==> src/rtl/cmp_pkg.sv <==
// Shared definitions for the bit-serial comparator path: the serializer
// FSM state encoding and widths that the comparator also relies on.
package cmp_pkg;

   typedef enum logic {
      IDLE  = 1'b0,
      SHIFT = 1'b1
   } state_t;

   // Default operand width, shared with the downstream comparator.
   localparam int CMP_WIDTH  = 32;

   // Width of the completed-pair counter.
   localparam int PAIR_CNT_W = 8;

endpackage

==> src/rtl/cmp_operand_shreg.sv <==
// Loadable WIDTH-bit shift register. Load wins over shift. The output bit
// is the end the data leaves from: MSB when MSB_FIRST=1, LSB otherwise.
// Vacated positions fill with zero, so a fully drained register reads 0.
module cmp_operand_shreg
   import cmp_pkg::*;
#(
   parameter int WIDTH     = CMP_WIDTH,
   parameter bit MSB_FIRST = 1'b1
) (
   input  logic             clk,
   input  logic             reset,
   input  logic             load,
   input  logic [WIDTH-1:0] din,
   input  logic             shift,
   output logic             dout
);

   logic [WIDTH-1:0] sh_reg;
   logic [WIDTH-1:0] sh_shifted;

   if (MSB_FIRST) begin : g_msb
      assign sh_shifted = {sh_reg[WIDTH-2:0], 1'b0};
      assign dout       = sh_reg[WIDTH-1];
   end else begin : g_lsb
      assign sh_shifted = {1'b0, sh_reg[WIDTH-1:1]};
      assign dout       = sh_reg[0];
   end

   // Load a new operand or move one position toward the output end.
   always_ff @(posedge clk or negedge reset) begin
      if (!reset) begin
         sh_reg <= '0;
      end else if (load) begin
         sh_reg <= din;
      end else if (shift) begin
         sh_reg <= sh_shifted;
      end
   end

endmodule

==> src/rtl/cmp_operand_serializer.sv <==
// Operand-pair serializer feeding the bit-serial magnitude comparator.
// One pair shifts out while a second waits in the pending register, so a
// continuous input stream produces a bubble-free bit stream.
module cmp_operand_serializer
   import cmp_pkg::*;
#(
   parameter int WIDTH     = CMP_WIDTH,
   parameter bit MSB_FIRST = 1'b1
) (
   input  logic                  clk,
   input  logic                  reset,
   input  logic                  in_valid,
   output logic                  in_ready,
   input  logic [WIDTH-1:0]      in_a,
   input  logic [WIDTH-1:0]      in_b,
   output logic                  bit_valid,
   input  logic                  bit_ready,
   output logic                  bit_a,
   output logic                  bit_b,
   output logic                  bit_first,
   output logic                  bit_last,
   output logic                  busy,
   output logic [PAIR_CNT_W-1:0] pair_count
);

   localparam int IDX_W = $clog2(WIDTH);
   localparam logic [IDX_W-1:0] IDX_LAST = IDX_W'(WIDTH - 1);

   state_t                  state_reg, state_next;
   logic [IDX_W-1:0]        idx_reg, idx_next;
   logic                    pd_valid_reg;
   logic [WIDTH-1:0]        pd_a_reg, pd_b_reg;
   logic [PAIR_CNT_W-1:0]   pair_count_reg;
   logic                    bit_first_reg, bit_last_reg;

   logic                    sh_valid;
   logic                    accept, xfer, last_xfer;
   logic                    sh_load, sh_src_pd, pd_load, pd_clear;
   logic [WIDTH-1:0]        load_a, load_b;

   assign sh_valid  = (state_reg == SHIFT);
   assign in_ready  = !pd_valid_reg;
   assign accept    = in_valid && in_ready;
   assign xfer      = sh_valid && bit_ready;
   assign last_xfer = xfer && (idx_reg == IDX_LAST);

   // Decide where an accepted pair goes and how the bit index advances.
   always_comb begin
      state_next = state_reg;
      idx_next   = idx_reg;
      sh_load    = 1'b0;
      sh_src_pd  = 1'b0;
      pd_load    = 1'b0;
      pd_clear   = 1'b0;
      case (state_reg)
         IDLE: begin
            if (accept) begin
               sh_load    = 1'b1;
               idx_next   = '0;
               state_next = SHIFT;
            end
         end
         SHIFT: begin
            if (last_xfer) begin
               idx_next = '0;
               if (pd_valid_reg) begin
                  sh_load   = 1'b1;
                  sh_src_pd = 1'b1;
                  pd_clear  = 1'b1;
               end else if (accept) begin
                  // Nothing pending: the new pair goes straight to the shifter.
                  sh_load = 1'b1;
               end else begin
                  state_next = IDLE;
               end
            end else begin
               if (xfer) begin
                  idx_next = idx_reg + 1'b1;
               end
               if (accept) begin
                  pd_load = 1'b1;
               end
            end
         end
         default: state_next = IDLE;
      endcase
   end

   // FSM state, index, pending flag, counter and registered markers.
   always_ff @(posedge clk or negedge reset) begin
      if (!reset) begin
         state_reg      <= IDLE;
         idx_reg        <= '0;
         pd_valid_reg   <= 1'b0;
         pair_count_reg <= '0;
         bit_first_reg  <= 1'b0;
         bit_last_reg   <= 1'b0;
      end else begin
         state_reg     <= state_next;
         idx_reg       <= idx_next;
         bit_first_reg <= (state_next == SHIFT) && (idx_next == '0);
         bit_last_reg  <= (state_next == SHIFT) && (idx_next == IDX_LAST);
         if (pd_load) begin
            pd_valid_reg <= 1'b1;
         end else if (pd_clear) begin
            pd_valid_reg <= 1'b0;
         end
         if (last_xfer) begin
            pair_count_reg <= pair_count_reg + 1'b1;
         end
      end
   end

   // Pending operand storage, written only when a pair is parked.
   always_ff @(posedge clk or negedge reset) begin
      if (!reset) begin
         pd_a_reg <= '0;
         pd_b_reg <= '0;
      end else if (pd_load) begin
         pd_a_reg <= in_a;
         pd_b_reg <= in_b;
      end
   end

   assign load_a = sh_src_pd ? pd_a_reg : in_a;
   assign load_b = sh_src_pd ? pd_b_reg : in_b;

   cmp_operand_shreg #(.WIDTH(WIDTH), .MSB_FIRST(MSB_FIRST)) u_shreg_a (
      .clk   (clk),
      .reset (reset),
      .load  (sh_load),
      .din   (load_a),
      .shift (xfer),
      .dout  (bit_a)
   );

   cmp_operand_shreg #(.WIDTH(WIDTH), .MSB_FIRST(MSB_FIRST)) u_shreg_b (
      .clk   (clk),
      .reset (reset),
      .load  (sh_load),
      .din   (load_b),
      .shift (xfer),
      .dout  (bit_b)
   );

   assign bit_valid  = sh_valid;
   assign bit_first  = bit_first_reg;
   assign bit_last   = bit_last_reg;
   assign busy       = sh_valid || pd_valid_reg;
   assign pair_count = pair_count_reg;

endmodule

==> config.mk <==
export PLATFORM = sky130hd
export DESIGN_NAME = cmp_operand_serializer
export DESIGN_NICKNAME = d
export VERILOG_FILES = /design/src/rtl/cmp_pkg.sv /design/src/rtl/cmp_operand_shreg.sv /design/src/rtl/cmp_operand_serializer.sv
export SDC_FILE = /design/constraint.sdc
export NUM_CORES = 1
export LEC_CHECK = 0
export CAP_MARGIN = 15
export CORE_MARGIN = 2
export CORE_UTILIZATION = 40
export CTS_CLUSTER_SIZE = 14
export DETAILED_ROUTE_END_ITERATION = 6
export DONT_BUFFER_PORTS = 1
export GPL_TIMING_DRIVEN = 0
export PLACE_DENSITY = 0.64
export SLEW_MARGIN = 20
export SYNTH_ARGS = -nofsm -noshare
export SYNTH_HDL_FRONTEND = slang
export SYNTH_SLANG_ARGS = --single-unit
==> constraint.sdc <==
create_clock -name clk -period 3.1 [get_ports clk]
set_input_delay 0.93 -clock clk [delete_from_list [all_inputs] [get_ports clk]]
set_output_delay 0.93 -clock clk [all_outputs]
set_load 0.03 [all_outputs]
==> results.toml <==
[run_status]
outcome = "completed"

[power_and_ir_drop]
p_switching_mw = 1.76
p_comb_frac = 0.195
leakage_nw = 4.15
powerDensity_nw_per_um2 = 816
p_int_mw = 4.68
p_seq_frac = 0.484
swShare = 0.273
clkPwrFrac = 0.321
peakVddDrop_v = 0.000401

[sta]
period_share = 0.862
finalSetupViolations = 0
hold_viol = 0
max_slew_margin = 0.693
setup_slack_ns = 0.427
tns_ns = 0
skew_ns = 0.00718
min_period_ns = 2.67
worst_pin_slew_ns = 0.460
rsz0062_at_grt = "false"
final_max_slew_viol_count = 0
max_freq_mhz = 374

[setup_path]
reg2reg_depth = 9
crit_required_ns = 2.17
arrival_ns = 1.74
regToRegSetupSlack_ns = 0.68
critPathKind = "reg2out"
crit_path_max_fanout = 10
crit_path_start_kind = "flip-flop"
timing.rr.end = "u_shreg_a.sh_reg[29]"
reg2reg_from = "idx_reg[0]"
cp-end-kind = "output pin"
startpoint = "bit_valid"

[grt]
grt_pass1_wl_um = 24900
grt.total_usage = 0.173
antenna_found_initial = 0
grt_pass1_vias = 5008
grt_max_degree = 146
overflow = 0

[drt]
avgRoutedWirePerCell_um = 18.1
drt_iter0_markers = 269
wl_um = 15100
drc = 0
via_count = 4669
detail_route.first_pass.iterations = 5
postRouteAntennaNets = 0
vias_per_cell = 5.59

[final_layout]
fin_area_sq_um = 7890
n_antenna_cell = 0
fill_cells = 1564
fin_util = 0.457
fin_nets = 668
synthToLayoutAreaGrowth_pct = 12.5
drive_gt1_frac = 0.213

[synth]
synthArstFlopShare = 1.00
synth_flop_cell = "dfrtp_1"
syn_nets = 649
ys_warn_count = 0
yosys.area.top_type = "dfrtp_1"
ys_top_cells_by_count = "dfrtp_1 (145), a21oi_1 (70), and3_1 (65)"
syn-cell-area_sq_um = 7010
synth.avg_cell_area_sq_um = 12.1
ys_seq_elements = 145
synth_edf_count = 0
synth_area_leaders = "dfrtp_1 (52%), mux2_2 (9.2%), mux2i_1 (9.1%), a211oi_1 (6.6%), and3_1 (5.8%)"
seq_area_frac_synth = 0.518
synth_top_area_frac = 0.518
synthDistinctLibCells = 40
yosysMostFrequentCell = "dfrtp_1"
synth_cells = 578

[worst_hold_path]
worstHoldPathType = "in2async"

[clock_network]
cts.hold.buffers_added = 0
cts_tree = "yes"
cts_resized = 0
cts_root_buf = "clkbuf_16"
clockBufferDepth = 2
cts_setup_buffers = 0
cts.sinks = 145
cts_buffers = 17
htreeDepth = 4
worstSkewPairLatency_ns = 0.43
clk_pin_slew_worst_paths_ns = 0.06

[floorplanning]
top_level_ports = 83
die_width_um = 136
core_sq_um = 17200
rows = 48
die-area_sq_um = 18600
die_h_um = 136
start_util = 0.407

[place]
placed_area_sq_um = 7290
io_buffers = 0
place_ws_ns = 0.737
routabilityCongestion = 0.767
dp.final_hpwl_um = 10200

[job]
drv_cap = 0
routing by layer:
layer | vias up | track usage | part of all wire
met5 | - | 0 | 0
li1 | 2201 | - | -
met1 | 2338 | 0.217 | 0.44
met4 | 0 | 0.0654 | 0.016
met2 | 106 | 0.287 | 0.49
met3 | 24 | 0.0466 | 0.054
final cells by class:
cell class	instances	area, sq um	share of cell area
clock buffer	19	433	0.0549
inverter	2	7.51	0.000952
clock inverter	13	163	0.0206
multi-input combinational	380	3010	0.382
buffer	51	360	0.0457
sequential	145	3630	0.460
tap	225	282	0.0357
critical path, cell delays in order, from the launching register on:
cell     delay, ns
dfrtp_1       0.58
buf_2         0.31
inv_1         0.16
nand2_1       0.27
worst max-delay path by stage:
stage                                 endpoint  slack [ns]
after CTS                                 busy        0.41
after detailed placement   u_shreg_a.sh_reg[2]        0.74
after global placement    u_shreg_a.sh_reg[29]        0.79
final                                     busy        0.43
after floorplan           u_shreg_a.sh_reg[10]        1.07
after global routing                      busy        0.35
power by group through the flow:
| stage | Sequential (mW) | Combinational [mW] | Clock (mW) |
|---|---|---|---|
| global route | 3.20 | 1.41 | 2.20 |
| finish | 3.11 | 1.26 | 2.06 |
| global placement | 3.08 | 1.19 | 0 |
| floorplan | 3.01 | 1.07 | 0 |
| CTS | 3.11 | 1.27 | 2.12 |
| detailed placement | 3.14 | 1.25 | 0 |
logic make-up (layout without fill, tap and decap cells):
family | count (synthesis) | in the layout | synth area share
DFF | 145 | 145 | 0.518
AOI/OAI and AO/OA | 140 | 140 | 0.125
muxes | 129 | 129 | 0.196
and+or+nand+nor | 101 | 101 | 0.0952
buffers and inverters | 53 | 85 | 0.0525
xor gates and xnor gates | 7 | 7 | 0.00875
adders and majority gates | 3 | 3 | 0.00536
cell usage in the layout (no fill, tap or decap), types with 3 or more instances in the layout:
master,n
buf_4,10
xor2_1,3
buf_2,15
and3_1,65
a211oi_1,62
ha_1,3
clkinvlp_4,3
mux2_2,57
dfrtp_1,145
clkbuf_16,17
mux2_1,8
clkbuf_1,20
clkinv_4,3
nand2_1,7
clkinv_2,3
bufinv_16,3
a21oi_1,70
mux2i_1,64
xnor2_1,4
nand3_1,7
nor2_1,3
buf_12,6
metrics by stage:
step / hold WS, ns / cells / power [mW]
after global routing: 0.180 / 835 / 6.81
final: 0.199 / 835 / 6.43
after CTS: 0.179 / 835 / 6.49
after floorplan: 0.464 / 578 / 4.08
after detailed placement: 0.485 / 803 / 4.39
after global placement: 0.473 / 803 / 4.27
Note: power is estimated with default switching activity, not from simulation.
